### src/rtl/conf_loader_pkg.sv
// Shared state type, header layout and strobe addressing for the configuration frame loader.
package conf_loader_pkg;

  typedef enum logic [2:0] {IDLE, LOAD, STROBE, SKIP, CHECK} state_t;

  localparam logic [7:0] SYNC_BYTE = 8'hFA;

  localparam int unsigned SYNC_LSB  = 24;
  localparam int unsigned COL_LSB   = 16;
  localparam int unsigned FRAME_LSB = 8;

  function automatic int unsigned strobe_index(input logic [7:0] column,
                                               input logic [7:0] frame,
                                               input int unsigned frames_per_col);
    return 32'(column) * frames_per_col + 32'(frame);
  endfunction

endpackage

### src/rtl/conf_frame_decoder.sv
// Registered one-hot FrameStrobe generator: launches on fire, holds while the width counter runs.
module conf_frame_decoder
  import conf_loader_pkg::*;
#(
  parameter int unsigned MaxFramesPerCol = 20,
  parameter int unsigned NumColumns      = 4
) (
  input  logic                                  CLK,
  input  logic                                  resetn,
  input  logic [7:0]                            column,
  input  logic [7:0]                            frame,
  input  logic                                  fire,
  input  logic                                  active,
  input  logic [3:0]                            width,
  output logic [NumColumns*MaxFramesPerCol-1:0] FrameStrobe
);

  localparam int unsigned NumBits = NumColumns * MaxFramesPerCol;

  logic [NumBits-1:0] strobe_next;
  int unsigned        idx;

  always_comb begin
    strobe_next = '0;
    idx = strobe_index(column, frame, MaxFramesPerCol);
    if (fire || (active && width != '0)) begin
      for (int unsigned i = 0; i < NumBits; i++) begin
        strobe_next[i] = (i == idx);
      end
    end
  end

  always_ff @(posedge CLK or negedge resetn) begin
    if (!resetn) begin
      FrameStrobe <= '0;
    end else begin
      FrameStrobe <= strobe_next;
    end
  end

endmodule

### src/rtl/config_frame_loader.sv
// Bitstream word loader: decodes frame headers, assembles FrameData rows, pulses one FrameStrobe bit.
// Optional XOR trailer check enabled by defining CONF_FRAME_CRC_EN.
module config_frame_loader
  import conf_loader_pkg::*;
#(
  parameter int unsigned MaxFramesPerCol = 20,
  parameter int unsigned FrameBitsPerRow = 32,
  parameter int unsigned NumRows         = 4,
  parameter int unsigned NumColumns      = 4,
  parameter int unsigned StrobeCycles    = 1
) (
  input  logic                                  CLK,
  input  logic                                  resetn,
  input  logic                                  MODE,
  input  logic [31:0]                           in_data,
  input  logic                                  in_valid,
  output logic                                  in_ready,
  output logic [NumRows*FrameBitsPerRow-1:0]    FrameData,
  output logic [NumColumns*MaxFramesPerCol-1:0] FrameStrobe,
  output logic                                  busy,
  output logic                                  error,
  output logic [15:0]                           frames_done
);

  localparam int unsigned RowW = $clog2(NumRows + 2);
`ifdef CONF_FRAME_CRC_EN
  localparam int unsigned SkipWords = NumRows + 1;
`else
  localparam int unsigned SkipWords = NumRows;
`endif
  localparam logic [RowW-1:0] LastRow    = RowW'(NumRows - 1);
  localparam logic [RowW-1:0] LastSkip   = RowW'(SkipWords - 1);
  localparam logic [RowW-1:0] RowOne     = RowW'(1);
  localparam logic [7:0]      ColLimit   = 8'(NumColumns);
  localparam logic [7:0]      FrameLimit = 8'(MaxFramesPerCol);
  localparam logic [3:0]      WidthLoad  = 4'(StrobeCycles - 1);

  state_t          state, state_next;
  logic            run;
  logic            accept, hdr_sync, hdr_range;
  logic            fire, load_wr, row_step, set_error, latch_hdr, count_done;
  logic [RowW-1:0] row_cnt;
  logic [7:0]      col_q, frame_q;
  logic [3:0]      width_cnt;
`ifdef CONF_FRAME_CRC_EN
  logic [31:0]     crc_acc;
`endif

  // run keeps in_ready low while reset is held, even with MODE already high
  assign in_ready  = run && MODE && (state != STROBE);
  assign accept    = in_valid && in_ready;
  assign busy      = (state != IDLE);
  assign hdr_sync  = (in_data[SYNC_LSB +: 8] == SYNC_BYTE);
  assign hdr_range = (in_data[COL_LSB +: 8] < ColLimit) && (in_data[FRAME_LSB +: 8] < FrameLimit);

  always_ff @(posedge CLK or negedge resetn) begin
    if (!resetn) begin
      state <= IDLE;
    end else begin
      state <= state_next;
    end
  end

  always_comb begin
    state_next = state;
    fire       = 1'b0;
    load_wr    = 1'b0;
    row_step   = 1'b0;
    set_error  = 1'b0;
    latch_hdr  = 1'b0;
    count_done = 1'b0;
    case (state)
      IDLE: begin
        if (accept) begin
          if (!hdr_sync) begin
            set_error = 1'b1;
          end else begin
            latch_hdr  = 1'b1;
            set_error  = !hdr_range;
            state_next = hdr_range ? LOAD : SKIP;
          end
        end
      end
      LOAD: begin
        if (accept) begin
          load_wr  = 1'b1;
          row_step = 1'b1;
          if (row_cnt == LastRow) begin
`ifdef CONF_FRAME_CRC_EN
            state_next = CHECK;
`else
            state_next = STROBE;
            fire       = 1'b1;
`endif
          end
        end
      end
`ifdef CONF_FRAME_CRC_EN
      CHECK: begin
        if (accept) begin
          if (in_data == crc_acc) begin
            state_next = STROBE;
            fire       = 1'b1;
          end else begin
            set_error  = 1'b1;
            state_next = IDLE;
          end
        end
      end
`endif
      STROBE: begin
        if (width_cnt == '0) begin
          state_next = IDLE;
          count_done = MODE;
        end
      end
      SKIP: begin
        if (accept) begin
          row_step = 1'b1;
          if (row_cnt == LastSkip) state_next = IDLE;
        end
      end
      default: state_next = IDLE;
    endcase
    // Leaving configuration mode aborts any transfer; the registered strobe drops with it
    if (!MODE && state != IDLE) state_next = IDLE;
  end

  always_ff @(posedge CLK or negedge resetn) begin
    if (!resetn) begin
      run         <= 1'b0;
      row_cnt     <= '0;
      col_q       <= '0;
      frame_q     <= '0;
      width_cnt   <= '0;
      FrameData   <= '0;
      error       <= 1'b0;
      frames_done <= '0;
    end else begin
      run <= 1'b1;
      if (latch_hdr) begin
        col_q   <= in_data[COL_LSB +: 8];
        frame_q <= in_data[FRAME_LSB +: 8];
        row_cnt <= '0;
      end else if (row_step) begin
        row_cnt <= row_cnt + RowOne;
      end
      // First data word of a frame lands in the top row
      for (int unsigned r = 0; r < NumRows; r++) begin
        if (load_wr && r == NumRows - 1 - 32'(row_cnt)) begin
          FrameData[r*FrameBitsPerRow +: FrameBitsPerRow] <= in_data;
        end
      end
      if (fire) begin
        width_cnt <= WidthLoad;
      end else if (state == STROBE && width_cnt != '0) begin
        width_cnt <= width_cnt - 4'd1;
      end
      if (set_error)  error       <= 1'b1;
      if (count_done) frames_done <= frames_done + 16'd1;
    end
  end

`ifdef CONF_FRAME_CRC_EN
  always_ff @(posedge CLK or negedge resetn) begin
    if (!resetn) begin
      crc_acc <= '0;
    end else if (latch_hdr) begin
      crc_acc <= in_data;
    end else if (load_wr) begin
      crc_acc <= crc_acc ^ in_data;
    end
  end
`endif

  conf_frame_decoder #(
    .MaxFramesPerCol(MaxFramesPerCol),
    .NumColumns     (NumColumns)
  ) u_decoder (
    .CLK        (CLK),
    .resetn     (resetn),
    .column     (col_q),
    .frame      (frame_q),
    .fire       (fire),
    .active     ((state == STROBE) && MODE),
    .width      (width_cnt),
    .FrameStrobe(FrameStrobe)
  );

endmodule

### config.mk
export PLATFORM = sky130hd
export DESIGN_NAME = config_frame_loader
export DESIGN_NICKNAME = d
export VERILOG_FILES = /design/src/rtl/conf_loader_pkg.sv /design/src/rtl/conf_frame_decoder.sv /design/src/rtl/config_frame_loader.sv
export SDC_FILE = /design/constraint.sdc
export NUM_CORES = 1
export LEC_CHECK = 0
export CAP_MARGIN = 20
export CORE_MARGIN = 3
export CORE_UTILIZATION = 50
export CTS_BUF_LIST = sky130_fd_sc_hd__clkbuf_4
export CTS_CLUSTER_SIZE = 25
export DETAILED_ROUTE_END_ITERATION = 10
export DONT_BUFFER_PORTS = 1
export REMOVE_ABC_BUFFERS = 1
export SYNTH_ARGS = -nofsm -noshare
export SYNTH_HDL_FRONTEND = slang
export SYNTH_HIERARCHICAL = 1
export SYNTH_SLANG_ARGS = --single-unit
### constraint.sdc
create_clock -name CLK -period 5.3 [get_ports CLK]
set_input_delay 1.06 -clock CLK [delete_from_list [all_inputs] [get_ports CLK]]
set_output_delay 1.06 -clock CLK [all_outputs]
set_load 0.02 [all_outputs]
==> results.sh <==
export IMPL_met1_usage_pct=26.6
export IMPL_crit_required_ps=5830
export IMPL_drcViolationCount=0
export IMPL_r2r_slack_ps=1360
export IMPL_clk_path_buf_depth=3
export IMPL_synthMuxAreaShare_pct=15.3
export IMPL_startpoint_type="register"
export IMPL_boundaryPins=263
export IMPL_syn_inst=827
export IMPL_drt_pass1_iterations=7
export IMPL_synth_edf_count=0
export IMPL_finalClockSkew_ps=51.4
export IMPL_synth_xor_area_share_pct=2.24
export IMPL_use_met2_pct=34.0
export IMPL_dp_cells=1061
export IMPL_cts_buffers=67
export IMPL_peakVddDrop_mv=0.178
export IMPL_crit_fanout=28
export IMPL_worst_slew_pin_slew_ps=1100
export IMPL_status="completed"
export IMPL_synth_seq_cells=251
export IMPL_ant_nets=0
export IMPL_clk_pin_slew_ps=70
export IMPL_fin_cells=1179
export IMPL_yosysSeqAreaShare_pct=57.7
export IMPL_grt_overflow=0
export IMPL_grt_pass1_vias=7529
export IMPL_io_buffers=0
export IMPL_postCtsSetupBuffers=0
export IMPL_core_sq_um=21200
export IMPL_fmax_mhz=253
export IMPL_hpwl_um=16900
export IMPL_r2r_cells=12
export IMPL_min_period_ps=3940
export IMPL_critical_path_endpoint="u_decoder/FrameStrobe[20]"
export IMPL_vias=7006
export IMPL_hold_violations=0
export IMPL_maxSlewHeadroom_pct=25.7
export IMPL_die_w_um=154
export IMPL_synth_compound_area_share_pct=2.13
export IMPL_grtUsageMet3_pct=10.3
export IMPL_fin_crit_sh_pct=74.4
export IMPL_synth_common_cells="dfrtp_1 (251), mux2_2 (146), nand3_1 (60)"
export IMPL_clock_latency_ps=660
export IMPL_slew_viol_final=0
export IMPL_row_count=53
export IMPL_area_growth_pct=8.43
export IMPL_cts_tree="built"
export IMPL_routedWlPerCell_um=21.8
export IMPL_critPathKind="reg -> reg"
export IMPL_r2r_end="u_decoder/FrameStrobe[20]"
export IMPL_fin_nets=922
export IMPL_finalWirelength_um=25700
export IMPL_crit_start="col_q[1]"
export IMPL_synth_top_area_share_pct=57.7
export IMPL_end_kind="register"
export IMPL_antenna_found_initial=2
export IMPL_cts_resized_gates=0
export IMPL_async_reset_ff_share_pct=100
export IMPL_cp_arrival_ps=4470
export IMPL_power_density_nw_per_um2=307
export IMPL_fillers=1795
export IMPL_start_util_pct=51.3
export IMPL_synthTopCellsByArea="dfrtp_1 (58%), mux2_2 (15%), ha_1 (3.1%), nand3_1 (2.8%), nor4_1 (2.2%)"
export IMPL_viasPerCell=5.94
export IMPL_drtIter0Drc=274
export IMPL_die_area_sq_um=23600
export IMPL_hold_class="in -> async"
export IMPL_synth_most_common_cell="dfrtp_1"
export IMPL_yosys_area_share_simple_pct=15.2
export IMPL_whs_ps=106
export IMPL_htreeDepth=3
export IMPL_r2r_start="col_q[1]"
export IMPL_leakage_nw=5.94
export IMPL_cts_sinks=251
export IMPL_yosys_warnings=6
export IMPL_setup_tns_ps=0
export IMPL_drive_above_1_share_pct=33.0
export IMPL_grt_max_degree=252
export IMPL_gp_congestion=0.820
export IMPL_syn_area_per_cell_sq_um=13.2
export IMPL_grt_pass1_wl_um=41500
export IMPL_die_h_um=154
export IMPL_hold_buffers=0
export IMPL_drv_cap=0
export IMPL_cts_root_buf="clkbuf_4"
export IMPL_synth_top_family_by_area="multiplexers"
export IMPL_synth_top_cell_by_area="dfrtp_1"
export IMPL_synth_adder_area_share_pct=3.47
export IMPL_synth_ff_type="dfrtp_1"
export IMPL_grt_use_total_pct=21.8
export IMPL_rsz0062_at_grt="false"
export IMPL_yosysUniqueCellTypes=57
export IMPL_syn_area_sq_um=10900
export IMPL_top_usage_layer="met2"
export IMPL_setup_viol_count_final=0
cell type report:
class	instances	area, sq um	share of cell area, %
well taps	275	344	2.91
flip-flops and latches	251	6280	53.2
diodes	2	5.00	0.0424
clock buffers	90	676	5.72
inverters	15	56.3	0.477
repair buffers	15	110	0.932
multi-input cells	507	4220	35.7
clock inverters	24	121	1.03
critical path, cell delays in order, from the launching register on:
cell and delay, ps:
dfrtp_1 430, ha_1 310, ha_1 180, inv_1 60, fa_1 400, xnor2_1 150
ha_1 390, nor3b_2 250, nand4_1 110, o211ai_1 340, o2111ai_4 530, buf_4 440
nor3_1 220
per-stage QoR:
stage | worst slack (ps) | instance area (sq um) | utilization (%) | power, mW
after floorplan | 286 | 10500 | - | 2.03
after global placement | 1520 | 11000 | 51.8 | 2.05
after detailed placement | 1350 | 11000 | 51.8 | 2.06
after CTS | 1350 | 11800 | 55.6 | 3.69
after global routing | 1070 | 11800 | 55.6 | 3.81
final | 1360 | 11800 | 55.6 | 3.63
sequential cells by signal, summed over array words and instances (netlist names):
name / flops
FrameData: 128
col_q: 8
error: 1
frame_q: 8
frames_done: 16
row_cnt: 3
run: 1
state: 2
u_decoder/FrameStrobe: 80
width_cnt: 4
power by group:
part | switching, mW | internal [mW] | leakage, nW
sequential | 0.00569 | 1.92 | 3.46
combinational | 0.0751 | 0.0253 | 2.01
clock | 0.765 | 0.837 | 0.471
logic make-up (layout without fill, tap and decap cells):
logic type,Yosys count,in the layout
and+or+nand+nor,270,270
DFF,251,251
muxes,148,148
buffers and inverters,69,144
AOI/OAI and AO/OA,32,32
adders and majority gates,29,29
xor gates and xnor gates,27,27
other,1,3
metal layers:
layer / share of wire [%] / vias up / wire [um]
met4: 2.4 / 0 / 622
met2: 47 / 342 / 12100
met1: 39 / 3513 / 9990
li1: - / 3104 / -
met5: 0 / - / 0
met3: 12 / 47 / 2990
worst min-delay path by stage:
stage	endpoint	depth (start not counted)	slack (ps)
6_report	frames_done[9]	0	110
5_1_grt	frames_done[9]	0	40
3_3_place_gp	frame_q[2]	1	510
2_1_floorplan	frame_q[2]	1	480
3_5_place_dp	frame_q[4]	1	520
4_1_cts	frames_done[3]	0	40
cells in the final DEF (no fill, tap or decap), types with 11 or more instances in the layout:
master    synthesis  final
clkinv_1          0     19
buf_4             8     14
nand4_1          36     36
inv_1            15     15
nor2_1           19     19
clkbuf_4          0     90
dfrtp_1         251    251
nor3_2           19     19
xor2_1           12     11
nand3_1          60     60
ha_1             27     27
nand2_1          16     16
nor3_1           41     41
mux2_2          146    146
nor4_1           38     38
xnor2_1          14     14
(Power assumes the default switching activity.)
